$ cat src/rtl/pwm_multi_ch_if.sv
// Control/status bundle of pwm_multi_ch: duty and enable inputs, PWM outputs and timebase strobes.
interface pwm_multi_ch_if #(
   parameter int NUM_CH   = 4,
   parameter int RES_BITS = 8
);
   logic [NUM_CH*RES_BITS-1:0] duty;
   logic                       duty_load;
   logic [NUM_CH-1:0]          ch_enable;
   logic [NUM_CH-1:0]          pwm_out;
   logic                       period_start;
   logic                       tick_1MHz;

   modport master (
      output duty, duty_load, ch_enable,
      input  pwm_out, period_start, tick_1MHz
   );

   modport slave (
      input  duty, duty_load, ch_enable,
      output pwm_out, period_start, tick_1MHz
   );
endinterface

$ cat src/rtl/pwm_multi_ch.sv
// Multi-channel PWM: shared prescaler/period counter, double-buffered duty, glitch-free outputs.
// Define PWM_CENTER_ALIGN_EN for a center-aligned up/down counter; default is edge-aligned.
module pwm_multi_ch #(
   parameter int NUM_CH    = 4,
   parameter int RES_BITS  = 8,
   parameter int PRESC_DIV = 50
) (
   input logic           clk_50MHz,
   input logic           reset,
   pwm_multi_ch_if.slave bus
);
   localparam int PW = (PRESC_DIV > 2) ? $clog2(PRESC_DIV) : 1;
   localparam logic [PW-1:0] PRESC_LAST = PW'(PRESC_DIV - 1);

   typedef logic [RES_BITS-1:0] duty_t;
   localparam duty_t MAX = '1;
   localparam duty_t ONE = duty_t'(1);

   logic [PW-1:0]     presc_q, presc_d;
   duty_t             cnt_q, cnt_d;
   duty_t             pend_q [NUM_CH];
   duty_t             pend_d [NUM_CH];
   duty_t             act_q  [NUM_CH];
   duty_t             act_d  [NUM_CH];
   logic [NUM_CH-1:0] en_q, en_d;
   logic [NUM_CH-1:0] pwm_q, pwm_d;
   logic              tick_q, tick_d;
   logic              ps_q, ps_d;
   logic              presc_wrap;
`ifdef PWM_CENTER_ALIGN_EN
   logic              down_q, down_d;
`endif

   // The cycle in which period_start is high is the boundary: duty and enables latched
   // there apply from count 0 of the new period, since the output compare uses the _d values.
   always_comb begin
      // NOTE: every variable gets a default first so no path leaves it unassigned (no latches).
      presc_wrap = (presc_q == PRESC_LAST);
      presc_d    = presc_wrap ? '0 : presc_q + 1'b1;
      tick_d     = presc_wrap;
      cnt_d      = cnt_q;
`ifdef PWM_CENTER_ALIGN_EN
      down_d = down_q;
      ps_d   = presc_wrap && down_q && (cnt_q == ONE);
      if (presc_wrap) begin
         if (!down_q) begin
            if (cnt_q == MAX) begin
               cnt_d  = MAX - ONE;
               down_d = 1'b1;
            end else begin
               cnt_d = cnt_q + ONE;
            end
         end else begin
            if (cnt_q == ONE) begin
               cnt_d  = '0;
               down_d = 1'b0;
            end else begin
               cnt_d = cnt_q - ONE;
            end
         end
      end
`else
      ps_d = presc_wrap && (cnt_q == MAX);
      if (presc_wrap) begin
         cnt_d = cnt_q + ONE;
      end
`endif

      // A falling enable clears the latched enable at once; a rising one waits for the boundary.
      en_d = ps_q ? bus.ch_enable : (en_q & bus.ch_enable);

      for (int i = 0; i < NUM_CH; i++) begin
         pend_d[i] = bus.duty_load ? bus.duty[i*RES_BITS +: RES_BITS] : pend_q[i];
         act_d[i]  = ps_q ? pend_d[i] : act_q[i];
         pwm_d[i]  = en_d[i] && ((act_d[i] == MAX) || (cnt_q < act_d[i]));
      end
   end

   always_ff @(posedge clk_50MHz) begin
      if (reset) begin
         // NOTE: the duty registers are a handful of flops, so they are reset like the rest of the state.
         presc_q <= '0;
         cnt_q   <= '0;
         pend_q  <= '{default: '0};
         act_q   <= '{default: '0};
         en_q    <= '0;
         pwm_q   <= '0;
         tick_q  <= 1'b0;
         ps_q    <= 1'b0;
`ifdef PWM_CENTER_ALIGN_EN
         down_q  <= 1'b0;
`endif
      end else begin
         // NOTE: sequential state uses non-blocking assignments only.
         presc_q <= presc_d;
         cnt_q   <= cnt_d;
         pend_q  <= pend_d;
         act_q   <= act_d;
         en_q    <= en_d;
         pwm_q   <= pwm_d;
         tick_q  <= tick_d;
         ps_q    <= ps_d;
`ifdef PWM_CENTER_ALIGN_EN
         down_q  <= down_d;
`endif
      end
   end

   assign bus.pwm_out      = pwm_q;
   assign bus.period_start = ps_q;
   assign bus.tick_1MHz    = tick_q;
endmodule

$ cat src/flat_wrapper.sv
// flat-port wrapper written by rule: the top's interface ports become plain ports
module pwm_multi_ch_flat 
#(
   parameter int NUM_CH    = 4,
   parameter int RES_BITS  = 8,
   parameter int PRESC_DIV = 50
)
  (clk_50MHz, reset, bus_duty, bus_duty_load, bus_ch_enable, bus_pwm_out, bus_period_start, bus_tick_1MHz);
  pwm_multi_ch_if #(.NUM_CH(NUM_CH), .RES_BITS(RES_BITS)) bus_i ();
  input logic clk_50MHz;
  input logic reset;
  input wire logic [$bits(bus_i.duty)-1:0] bus_duty;
  input wire logic [$bits(bus_i.duty_load)-1:0] bus_duty_load;
  input wire logic [$bits(bus_i.ch_enable)-1:0] bus_ch_enable;
  output wire logic [$bits(bus_i.pwm_out)-1:0] bus_pwm_out;
  output wire logic [$bits(bus_i.period_start)-1:0] bus_period_start;
  output wire logic [$bits(bus_i.tick_1MHz)-1:0] bus_tick_1MHz;
  assign bus_i.duty = bus_duty;
  assign bus_i.duty_load = bus_duty_load;
  assign bus_i.ch_enable = bus_ch_enable;
  assign bus_pwm_out = bus_i.pwm_out;
  assign bus_period_start = bus_i.period_start;
  assign bus_tick_1MHz = bus_i.tick_1MHz;
  pwm_multi_ch #(.NUM_CH(NUM_CH), .RES_BITS(RES_BITS), .PRESC_DIV(PRESC_DIV)) u_core (.clk_50MHz(clk_50MHz), .reset(reset), .bus(bus_i));
endmodule
$ cat config.mk
export PLATFORM = sky130hd
export DESIGN_NAME = pwm_multi_ch_flat
export DESIGN_NICKNAME = d
export VERILOG_FILES = /design/src/rtl/pwm_multi_ch_if.sv /design/src/rtl/pwm_multi_ch.sv /design/src/flat_wrapper.sv
export SDC_FILE = /design/constraint.sdc
export NUM_CORES = 1
export LEC_CHECK = 0
export ABC_AREA = 1
export CAP_MARGIN = 20
export CORE_MARGIN = 3
export CORE_UTILIZATION = 38
export DETAILED_ROUTE_END_ITERATION = 8
export PLACE_DENSITY_LB_ADDON = 0.05
export SLEW_MARGIN = 10
export SYNTH_ARGS = -nofsm -noshare
export SYNTH_HDL_FRONTEND = slang
export SYNTH_SLANG_ARGS = --single-unit
$ cat constraint.sdc
create_clock -name clk_50MHz -period 2.3 [get_ports clk_50MHz]
set_input_delay 0.575 -clock clk_50MHz [delete_from_list [all_inputs] [get_ports clk_50MHz]]
set_output_delay 0.575 -clock clk_50MHz [all_outputs]
set_load 0.02 [all_outputs]
## Word-level counts from Yosys, hierarchy flattened

Index checks and enable logic that the tools add are counted.

- Flip-flop bits (word level): 88
- Input bits: 39
- Output and inout port bits: 6
- Word-level logic and storage cells: 46

- $add $sub $neg: 2
- Magnitude comparators: 4
- Eq/ne operators: 6
- Muxes and demuxes: 9
- Bitwise gates (word level): 1
- Reductions and logical operators: 10

Operator list:

| cell | count |
|---|---|
| $mux 8 | 8 |
| $eq 8x8->1 const B | 5 |
| $lt 8x8->1 | 4 |
| $add 8x1->8 const B | 1 |
| $add 6x1->6 const B | 1 |
| $eq 6x6->1 const B | 1 |
| $logic_and 1x1->1 | 5 |
| $and 4x4->4 | 1 |
| $logic_or 1x1->1 | 4 |
| $mux 4 | 1 |
| $reduce_or 2->1 | 1 |

## Depth between registers and ports, before layout

Gate-level depths: netlist (run 1).

- Word-level depth: 5
- Depth in mapped cells: 14
- Mapped depth without buffers: 13

## Least setup slack after synthesis (run 1)

Ideal clock, no wire load.

- Path type: input -> register
- Start point: input port bus_duty_load
- End point: register u_core.pwm_q[1], in the netlist u_core.bus.pwm_out[1]
- Setup time: 0.070 ns
- Data arrival time: 2.001 ns
- Data required time: 2.230 ns
- Slack: 0.229 ns
- Stages on the path: 11
- Buffers on the path: 1
- Cell sequence: buf_6 > or2_2 > o21ai_1 > nand2_1 > o21ai_1 > ha_1 > a21oi_1 > nor2_1 > a211oi_1 > nand2_1 > a21oi_1

- Cells in the longest elaborated chain, start to end: 5
- Elaborated cells between the ends (all ways): 6
- Classes of those cells: 1 x order compare; 1 x eq/ne; 2 x mux; 2 x reduce/logical

RTL lines:

| item | line | RTL |
|---|---|---|
| start: declaration | flat_wrapper.sv:13 | `input wire logic [$bits(bus_i.duty_load)-1:0] bus_duty_load;` |
| $mux 8 * | pwm_multi_ch.sv:73 | `pend_d[i] = bus.duty_load ? bus.duty[i*RES_BITS +: RES_BITS] : pend_q[i];` |
| $mux 8 * | pwm_multi_ch.sv:74 | `act_d[i] = ps_q ? pend_d[i] : act_q[i];` |
| $lt 8x8->1 or $eq 8x8->1 (tied branches) | pwm_multi_ch.sv:75 | `pwm_d[i] = en_d[i] && ((act_d[i] == MAX) \|\| (cnt_q < act_d[i]));` |
| $logic_or 1x1->1 * | pwm_multi_ch.sv:75 |  |
| $logic_and 1x1->1 * | pwm_multi_ch.sv:75 |  |
| end signal: assignment | pwm_multi_ch.sv:100 | `pwm_q <= pwm_d;` |
| end: declaration | pwm_multi_ch.sv:26 | `logic [NUM_CH-1:0] pwm_q, pwm_d;` |

Mark *: on every way between the ends. The rest lies on a longest branch, timed or not.
A chain may end at the register's enable or synchronous reset.

## Worst setup path in the final report (run 1)

- Start point: register u_core.ps_q, in the netlist u_core.bus.period_start
- End point: output port bus_period_start

RTL lines:

| item | line | RTL |
|---|---|---|
| start: declaration | pwm_multi_ch.sv:28 | `logic ps_q, ps_d;` |
| start signal: assignment | pwm_multi_ch.sv:102 | `ps_q <= ps_d;` |
| end: declaration | flat_wrapper.sv:16 | `output wire logic [$bits(bus_i.period_start)-1:0] bus_period_start;` |

No word-level cell between the ends.

==> results of run 1 <==
[power breakdown]
group | internal [mW] | leakage [nW] | switching, mW
Clock | 0.605 | 0.103 | 0.526
Sequential | 1.56 | 0.717 | 0.0125
Combinational | 0.132 | 1.44 | 0.113
Total | 2.30 | 2.26 | 0.652
[timing repair]
action | CTS | global route
setup endpoints to repair | 4 | 1
buffers inserted | 1 | 0
gates resized for setup | 5 | 1
cloned | 1 | 0
pin swaps | 0 | 0
[synth_stat cells, types with 2 or more instances]
cell type | count | area, um2
a211oi_1 | 5 | 37.5
a21oi_1 | 21 | 105
a21oi_2 | 2 | 17.5
and2_1 | 2 | 12.5
buf_1 | 4 | 15.0
buf_2 | 4 | 20.0
buf_6 | 3 | 33.8
clkbuf_1 | 7 | 26.3
dfxtp_1 | 88 | 1760
ha_1 | 31 | 388
inv_1 | 51 | 191
nand2_1 | 105 | 394
nand3_1 | 16 | 80.1
nand4_1 | 2 | 12.5
nor2_1 | 85 | 319
nor3_1 | 7 | 35.0
nor3_2 | 3 | 30.0
nor3b_1 | 3 | 22.5
o21ai_0 | 22 | 110
o21ai_1 | 23 | 115
o21ai_2 | 19 | 166
or2_1 | 2 | 12.5
or2_2 | 19 | 119
[registers in the layout, indices dropped and copies added (netlist names)]
register / flops
u_core.act_q: 32
u_core.pend_q: 32
u_core.cnt_q: 8
u_core.presc_q: 6
u_core.bus.pwm_out: 4
u_core.en_q: 4
u_core.bus.period_start: 1
u_core.bus.tick_1MHz: 1
[through the flow]
stage / setup TNS, ns / instance area [um2] / util
floorplan: 0 / 4070 / -
global placement: -1.57 / 5000 / 0.482
detailed placement: -1.70 / 5000 / 0.482
CTS: 0 / 5220 / 0.504
global route: 0 / 5230 / 0.504
finish: 0 / 5230 / 0.504
[area by class of cell]
cell class,instances,share of cell area
Multi-Input combinational cell,369,0.381
Inverter,52,0.0373
Sequential cell,88,0.337
Clock inverter,4,0.0134
Clock buffer,11,0.0251
Timing Repair Buffer,101,0.173
Tap cell,136,0.0326
[critical path, delay by kind of cell, from the launching register on]
| family | cells | cell delay [ns] |
|---|---|---|
| buffers and inverters | 2 | 0.87 |
| DFF | 1 | 0.39 |
[cells by family (layout without fill, tap and decap cells)]
kind of cell,Yosys count,after routing,synth area share
AND/OR/NAND/NOR,246,246,0.258
AO/OA/AOI/OAI,92,92,0.136
flip-flops,88,88,0.433
buffers and inverters,72,168,0.0781
adder cells (fa/ha/maj),31,31,0.0953
[routing by layer]
layer | up-vias | global-route usage
li1 | 1876 | -
met1 | 1556 | 0.235
met2 | 38 | 0.256
met3 | 13 | 0.0252
met4 | 0 | 0.0570
met5 | - | 0
[path summary, 6_finish.rpt]
path	startpoint	slack [ns]	cells after the start	endpoint
setup / recovery	u_core.bus.period_start$_SDFF_PP0_	0.12	2	bus_period_start
hold / removal	u_core.presc_q[0]$_SDFF_PP0_	0.47	1	u_core.presc_q[0]$_SDFF_PP0_
setup reg to reg	u_core.bus.period_start$_SDFF_PP0_	0.26	11	u_core.bus.pwm_out[2]$_SDFF_PP0_
hold reg to reg	u_core.presc_q[0]$_SDFF_PP0_	0.47	1	u_core.presc_q[0]$_SDFF_PP0_
==> out/metrics.cfg, run 1 <==
[sta]
clock_skew_ns = 0.0130
relSlewSlack = 0.707
fin_ws_ns = 0.122
slew_viol_final = 0
maxClockFrequency_mhz = 459
fin_crit_sh = 0.947
worstMarginPinSlew_ns = 0.438
min_period_ns = 2.18
holdWs_ns = 0.471
hold_violations = 0
setup-violations-final = 0
rsz0062_at_grt = no

[global_route]
grt_usage = 0.166
grt_max_degree = 58
antenna_found_initial = 0
grt_first_pass_wirelength_um = 15500
grt_overflow_total = 0
grt_pass1_vias = 3255

[final_layout]
multiInputGateArea_mm2 = 0.00199
num-fill-cells = 1042
seqCellArea_mm2 = 0.00176
drive_gt1_frac = 0.186
antennaDiodeCount = 0
nets = 691
final_common_cell = nand2_1
final_cell_mix = 105 x nand2_1, 88 x dfxtp_1, 85 x nor2_1
area_delta_synth_final_pct = 28.4
stdcell_count = 761

[clock_network]
ctsHoldBuffers = 0
clk_pin_slew_ns = 0.08
clk_root_buffer_cell = clkbuf_8
clock_latency_ns = 0.35
numCtsBuffers = 9
htree_num_levels = 3
cts_sinks = 88
tritoncts = yes
clk_path_buf_depth = 2

[floorplanning]
die-width_um = 109
coreArea_mm2 = 0.0104
die-area_mm2 = 0.0120
start_util = 0.392
io_pins = 45
rows = 37
die_h_um = 109

[power]
p_leak_nw = 2.26
pwr_density_cell_mw_per_mm2 = 565
vdd_drop_max_mv = 0.309
power_mw = 2.95

[drt]
drtPass1Iterations = 4
drtIter0Drc = 96
drt-vias-per-instance = 4.58
met2_length_um = 3930
drc = 0
routed_wl_um = 9360
vias = 3483
met1_length_um = 4980
drtAntennaViolNets = 0
route.met3.wl_um = 279
wl_per_cell_um = 12.3
highest_layer = met4

[yosys]
syn_avg_cell_area_um2 = 7.69
ys_seq_elements = 88
netlist_instances = 529
yosysWarnings = 0
synth_edf_count = 0
ys_types = 28
ys.flop_type = dfxtp_1
seq_area_frac_synth = 0.433
async_reset_ff_frac = 0
synth_fp_nets = 599
syn_area_mm2 = 0.00407

[run_status]
status = finished, final reports clean

[placement]
port_buffers = 44
place_hpwl_um = 6740
placed_cells = 744
pre_cts_ws_ns = -0.506
gp_congestion = 0.773

[setup_path]
slowest_delay_ns = 0.64
worst-setup-path-type = flip-flop to output port
cp-start-kind = flip-flop
cp.arrival_ns = 1.60
cp-end-kind = output port
cp_max_fo = 41
cp_data_required_time_ns = 1.73
path_cells = buf_12 -> clkdlybuf4s50_1
critical-path-slowest-cell = clkdlybuf4s50_1

[run]
maxCapViolations = 0

[hold_path]
hp-class = flip-flop to flip-flop

Note: power is estimated with default switching activity, not from simulation.
==> inputs of run 2 (changes only) <==
DONT_BUFFER_PORTS = 1   (was not set)
==> out/metrics.cfg, run 2 (synthesis results as in run 1) <==
[sta]
tns_ns = 0  ; unchanged
rsz0062_at_grt = no
worstMarginPinSlew_ns = 0.482  ; +0.0438 ns
setup-violations-final = 0  ; unchanged
hold_violations = 0  ; unchanged
fin_ws_ns = 0.358  ; +0.236 ns
clock_skew_ns = 0.00665  ; -0.00634 ns
fin_crit_sh = 0.844  ; -0.103
min_period_ns = 1.94  ; -0.236 ns
relSlewSlack = 0.675  ; -0.0322
slew_viol_final = 0  ; unchanged
maxClockFrequency_mhz = 515  ; +12%

[final_layout]
design_area_mm2 = 0.00441  ; -16%
stdcell_count = 665  ; -13%
nets = 594  ; -14%
final_common_cell = nand2_1
antennaDiodeCount = 0  ; unchanged
top_regs = u_core.act_q (32), u_core.pend_q (32), u_core.cnt_q (8)
final_cell_mix = 105 x nand2_1, 87 x dfxtp_1, 85 x nor2_1
drive_gt1_frac = 0.121  ; -0.0646
area_delta_synth_final_pct = 8.33

[setup_path]
cp-end-kind = flip-flop
r2r_cells = 11  ; unchanged
worst-setup-path-type = flip-flop to flip-flop
cp-start-kind = flip-flop
cp.arrival_ns = 2.23  ; +0.63 ns
cp_max_fo = 23  ; -44%
cp_data_required_time_ns = 2.59  ; +0.86 ns

[global_route]
grt_util_met3 = 0.0417  ; +0.0164
gr-max-usage-layer = met2
grt_pass1_vias = 2894  ; -11%
grt_first_pass_wirelength_um = 14000  ; -9.3%
grt.met1_usage = 0.201  ; -0.0344
grt_usage = 0.153  ; -0.0130
met2_usage = 0.247  ; -0.00872
antenna_found_initial = 0  ; unchanged
grt_overflow_total = 0  ; unchanged
grt_max_degree = 76  ; +31%

[drt]
vias = 3171  ; -9.0%
drtPass1Iterations = 4  ; unchanged
drtIter0Drc = 108  ; +13%
drt-vias-per-instance = 4.77  ; +4.2%
wl_per_cell_um = 13.3  ; +7.9%
drc = 0  ; unchanged
drtAntennaViolNets = 0  ; unchanged
routed_wl_um = 8830  ; -5.7%

[floorplanning]
start_util = 0.392  ; unchanged
die_h_um = 109  ; unchanged
io_pins = 45  ; unchanged
coreArea_mm2 = 0.0104  ; unchanged
die-area_mm2 = 0.0120  ; unchanged
rows = 37  ; unchanged
die-width_um = 109  ; unchanged

[clock_network]
clock_latency_ns = 0.35  ; about the same
post_cts_buffers = 0  ; -1
cts_sinks = 88  ; unchanged
htree_num_levels = 3  ; unchanged
tritoncts = yes
numCtsBuffers = 9  ; unchanged
clk_pin_slew_ns = 0.09  ; about the same
clk_path_buf_depth = 2  ; unchanged
ctsHoldBuffers = 0  ; unchanged
cts.repair.resized = 0  ; -5
clk_root_buffer_cell = clkbuf_8

[power]
vdd_drop_max_mv = 0.399  ; +29%
p_leak_nw = 1.85  ; -18%
power_mw = 2.96  ; +0.25%
pwr_density_cell_mw_per_mm2 = 671  ; +19%

[placement]
placed_cells = 649  ; -13%
gp_congestion = 0.753  ; -2.6%
port_buffers = 0  ; -100%
place_hpwl_um = 6130  ; -9.0%
dpl_cell_area_mm2 = 0.00417  ; -17%
pre_cts_ws_ns = 0.214  ; +0.720 ns

[run]
maxCapViolations = 0  ; unchanged

[hold_path]
hp-class = input pin to flip-flop
whs_path_depth = 1  ; unchanged

[run_status]
status = finished, final reports clean

[run 2: critical path, stage by stage (launching register included)]
cell and delay, ns:
dfxtp_2 0.35, inv_2 0.31, buf_4 0.23, nand2_1 0.06, o21ai_2 0.06, inv_1 0.08
ha_1 0.28, nand2_1 0.07, nor2_1 0.05, a211oi_1 0.16, nand2_1 0.10, a21oi_2 0.13
[run 2: final timing paths]
path	end	slack (ns)	start
hold reg to reg	u_core.pend_q[24]$_SDFF_PP0_	0.47	u_core.pend_q[24]$_SDFF_PP0_
setup / recovery	u_core.bus.pwm_out[2]$_SDFF_PP0_	0.36	u_core.bus.period_start$_SDFF_PP0_
setup reg to reg	u_core.bus.pwm_out[2]$_SDFF_PP0_	0.36	u_core.bus.period_start$_SDFF_PP0_
hold / removal	u_core.pend_q[24]$_SDFF_PP0_	0.28	reset
[run 2: layout make-up]
| type | instances | area, um2 |
|---|---|---|
| fillers | 1153 | 5960 |
| multi-input cells | 369 | 1990 |
| flip-flops and latches | 88 | 1760 |
| inverters | 52 | 195 |
| well taps | 136 | 170 |
| clock buffers | 10 | 128 |
| clock inverters | 6 | 108 |
| repair buffers | 4 | 55.1 |
[run 2: where the power goes]
| part | internal, mW | switching (mW) | total (mW) | leakage, nW |
|---|---|---|---|---|
| Combinational | 0.0546 | 0.0598 | 0.114 | 1.02 |
| Sequential | 1.56 | 0.0127 | 1.58 | 0.718 |
| Clock | 0.719 | 0.551 | 1.27 | 0.116 |
| Total | 2.34 | 0.623 | 2.96 | 1.85 |
[run 2: through the flow]
step | utilization | hold WS [ns]
floorplan | - | 0.434
global placement | 0.402 | 0.451
detailed placement | 0.402 | 0.456
CTS | 0.425 | 0.271
global route | 0.425 | 0.248
finish | 0.425 | 0.282
[run 2: metal layers]
metal / vias up / part of all wire
li1: 1695 / -
met1: 1429 / 0.48
met2: 40 / 0.46
met3: 7 / 0.047
met4: 0 / 0.011
met5: - / 0
==> inputs of run 3 (changes only) <==
clock period = 1.7 ns   (was 2.3 ns; I/O delays follow)
==> out/metrics.cfg, run 3 (synthesis results as in run 1) <==
[drt]
drt-vias-per-instance = 4.64  ; -2.8%
drtIter0Drc = 153  ; +42%
routed_wl_um = 9400  ; +6.4%
drtAntennaViolNets = 0  ; unchanged
vias = 3306  ; +4.3%
wl_per_cell_um = 13.2  ; -0.73%
drtPass1Iterations = 4  ; unchanged
drc = 0  ; unchanged

[clock_network]
post_cts_buffers = 0  ; unchanged
clk_root_buffer_cell = clkbuf_8
htree_num_levels = 3  ; unchanged
cts_sinks = 88  ; unchanged
clock_latency_ns = 0.37  ; +0.02 ns
clk_pin_slew_ns = 0.09  ; about the same
clk_path_buf_depth = 2  ; unchanged
tritoncts = yes
numCtsBuffers = 9  ; unchanged

[setup_path]
cp-end-kind = flip-flop
cp-start-kind = flip-flop
cp_data_required_time_ns = 2.00  ; -0.59 ns
worst-setup-path-type = flip-flop to flip-flop
crit_path_frequent_cell = nand2_1
path_cells = inv_8 -> buf_6 -> o21ai_2 -> inv_1 -> ha_1 -> nand2_1 -> nor2_1 -> a211oi_2 -> nand2_1 -> a21oi_1
cp.arrival_ns = 2.00  ; -0.23 ns
slowest_delay_ns = 0.41  ; +0.06 ns
critical-path-slowest-cell = dfxtp_4
cp_max_fo = 11  ; -52%

[placement]
place_hpwl_um = 6560  ; +6.9%
port_buffers = 0  ; unchanged
gp_congestion = 0.750  ; -0.40%

[global_route]
grt_first_pass_wirelength_um = 15300  ; +9.1%
grt_overflow_total = 0  ; unchanged
grt_pass1_vias = 3119  ; +7.8%
grt_usage = 0.168  ; +0.0153
antenna_found_initial = 0  ; unchanged
grt_max_degree = 76  ; unchanged

[run]
maxCapViolations = 0  ; unchanged

[sta]
maxClockFrequency_mhz = 590  ; +15%
clock_skew_ns = 0.00860  ; +0.00195 ns
rsz0062_at_grt = yes
min_period_ns = 1.69  ; -0.247 ns
tns_ns = 0  ; unchanged
setup-violations-final = 0  ; unchanged
worstMarginPinSlew_ns = 0.512  ; +0.0302 ns
hold_violations = 0  ; unchanged
relSlewSlack = 0.658  ; -0.0172
slew_viol_final = 0  ; unchanged
fin_crit_sh = 0.997  ; +0.153
holdWs_ns = 0.115  ; -0.168 ns

[floorplanning]
die_h_um = 109  ; unchanged
rows = 37  ; unchanged
start_util = 0.392  ; unchanged
die-width_um = 109  ; unchanged
die-area_mm2 = 0.0120  ; unchanged
io_pins = 45  ; unchanged
coreArea_mm2 = 0.0104  ; unchanged

[final_layout]
antennaDiodeCount = 0  ; unchanged
area_delta_synth_final_pct = 22.3
drive_gt1_frac = 0.251  ; +0.130
num-fill-cells = 1055  ; -8.5%
final_cell_mix = 100 x nand2_1, 87 x dfxtp_1, 85 x nor2_1
final_common_cell = nand2_1
nets = 642  ; +8.1%
top_regs = u_core.act_q (32), u_core.pend_q (32), u_core.cnt_q (8)

[power]
pwr_density_cell_mw_per_mm2 = 792  ; +18%
vdd_drop_max_mv = 0.376  ; -5.7%
p_leak_nw = 2.14  ; +16%

[hold_path]
hp-class = input pin to flip-flop

[run_status]
status = finished, final reports clean

run 3: cell count changes in the layout (fill, tap and decap cells not counted), sizes merged:
cell	change
inv	+1
bufbuf	+1
clkbuf	-1
bufinv	-1
buf	+47
clkinv	+1
run 3: metal layers:
metal / track usage / routed length (um) / vias up
li1: - / - / 1789
met2: 0.259 / 4100 / 44
met5: 0 / 0 / -
met3: 0.0335 / 330 / 13
met4: 0.0721 / 175 / 0
met1: 0.228 / 4790 / 1460
run 3: what timing repair did:
| action | CTS | global route |
|---|---|---|
| gates resized for setup | 22 | 30 |
| hold buffers | 0 | 0 |
| pin swaps | 5 | 2 |
| endpoints found under the setup margin | 4 | 5 |
| cloned | 1 | 0 |
run 3: through the flow:
step	power [mW]	util	setup WS (ns)	cell area [um2]	cells
after global routing	4.11	0.480	-0.122	4980	713
after floorplan	2.36	-	-0.139	4100	529
after CTS	3.99	0.468	-0.0170	4850	713
after global placement	2.35	0.438	-0.166	4540	696
final	3.94	0.480	0.00516	4980	713
after detailed placement	2.35	0.438	-0.203	4540	696
run 3: final cells by class:
class	count	area [um2]	share of cell area
repair buffers	52	454	0.0913
flip-flops and latches	88	1770	0.355
clock inverters	7	95.1	0.0191
inverters	52	203	0.0407
clock buffers	9	124	0.0249
multi-input cells	369	2160	0.435
well taps	136	170	0.0342
run 3: power breakdown:
part	switching [mW]	total [mW]	internal (mW)
Sequential	0.0172	2.13	2.11
Clock	0.805	1.63	0.830
Combinational	0.0903	0.174	0.0835
run 3: worst paths after layout:
| check | startpoint | to | slack [ns] | depth (start not counted) |
|---|---|---|---|---|
| max | u_core.bus.period_start$_SDFF_PP0_ | u_core.bus.pwm_out[0]$_SDFF_PP0_ | 0.005 | 10 |
| min | reset | u_core.act_q[0]$_SDFF_PP0_ | 0.11 | 1 |
| max reg2reg | u_core.bus.period_start$_SDFF_PP0_ | u_core.bus.pwm_out[0]$_SDFF_PP0_ | 0.005 | 10 |
| min reg2reg | u_core.pend_q[24]$_SDFF_PP0_ | u_core.pend_q[24]$_SDFF_PP0_ | 0.47 | 2 |
run 3: worst max-delay path: cells and delay by family (launching register included):
| family | cells | cell delay (ns) |
|---|---|---|
| buf+inv | 3 | 0.26 |
| simple gates | 3 | 0.21 |
| flops | 1 | 0.41 |
| fa+ha+maj | 1 | 0.32 |
| compound gates | 3 | 0.41 |
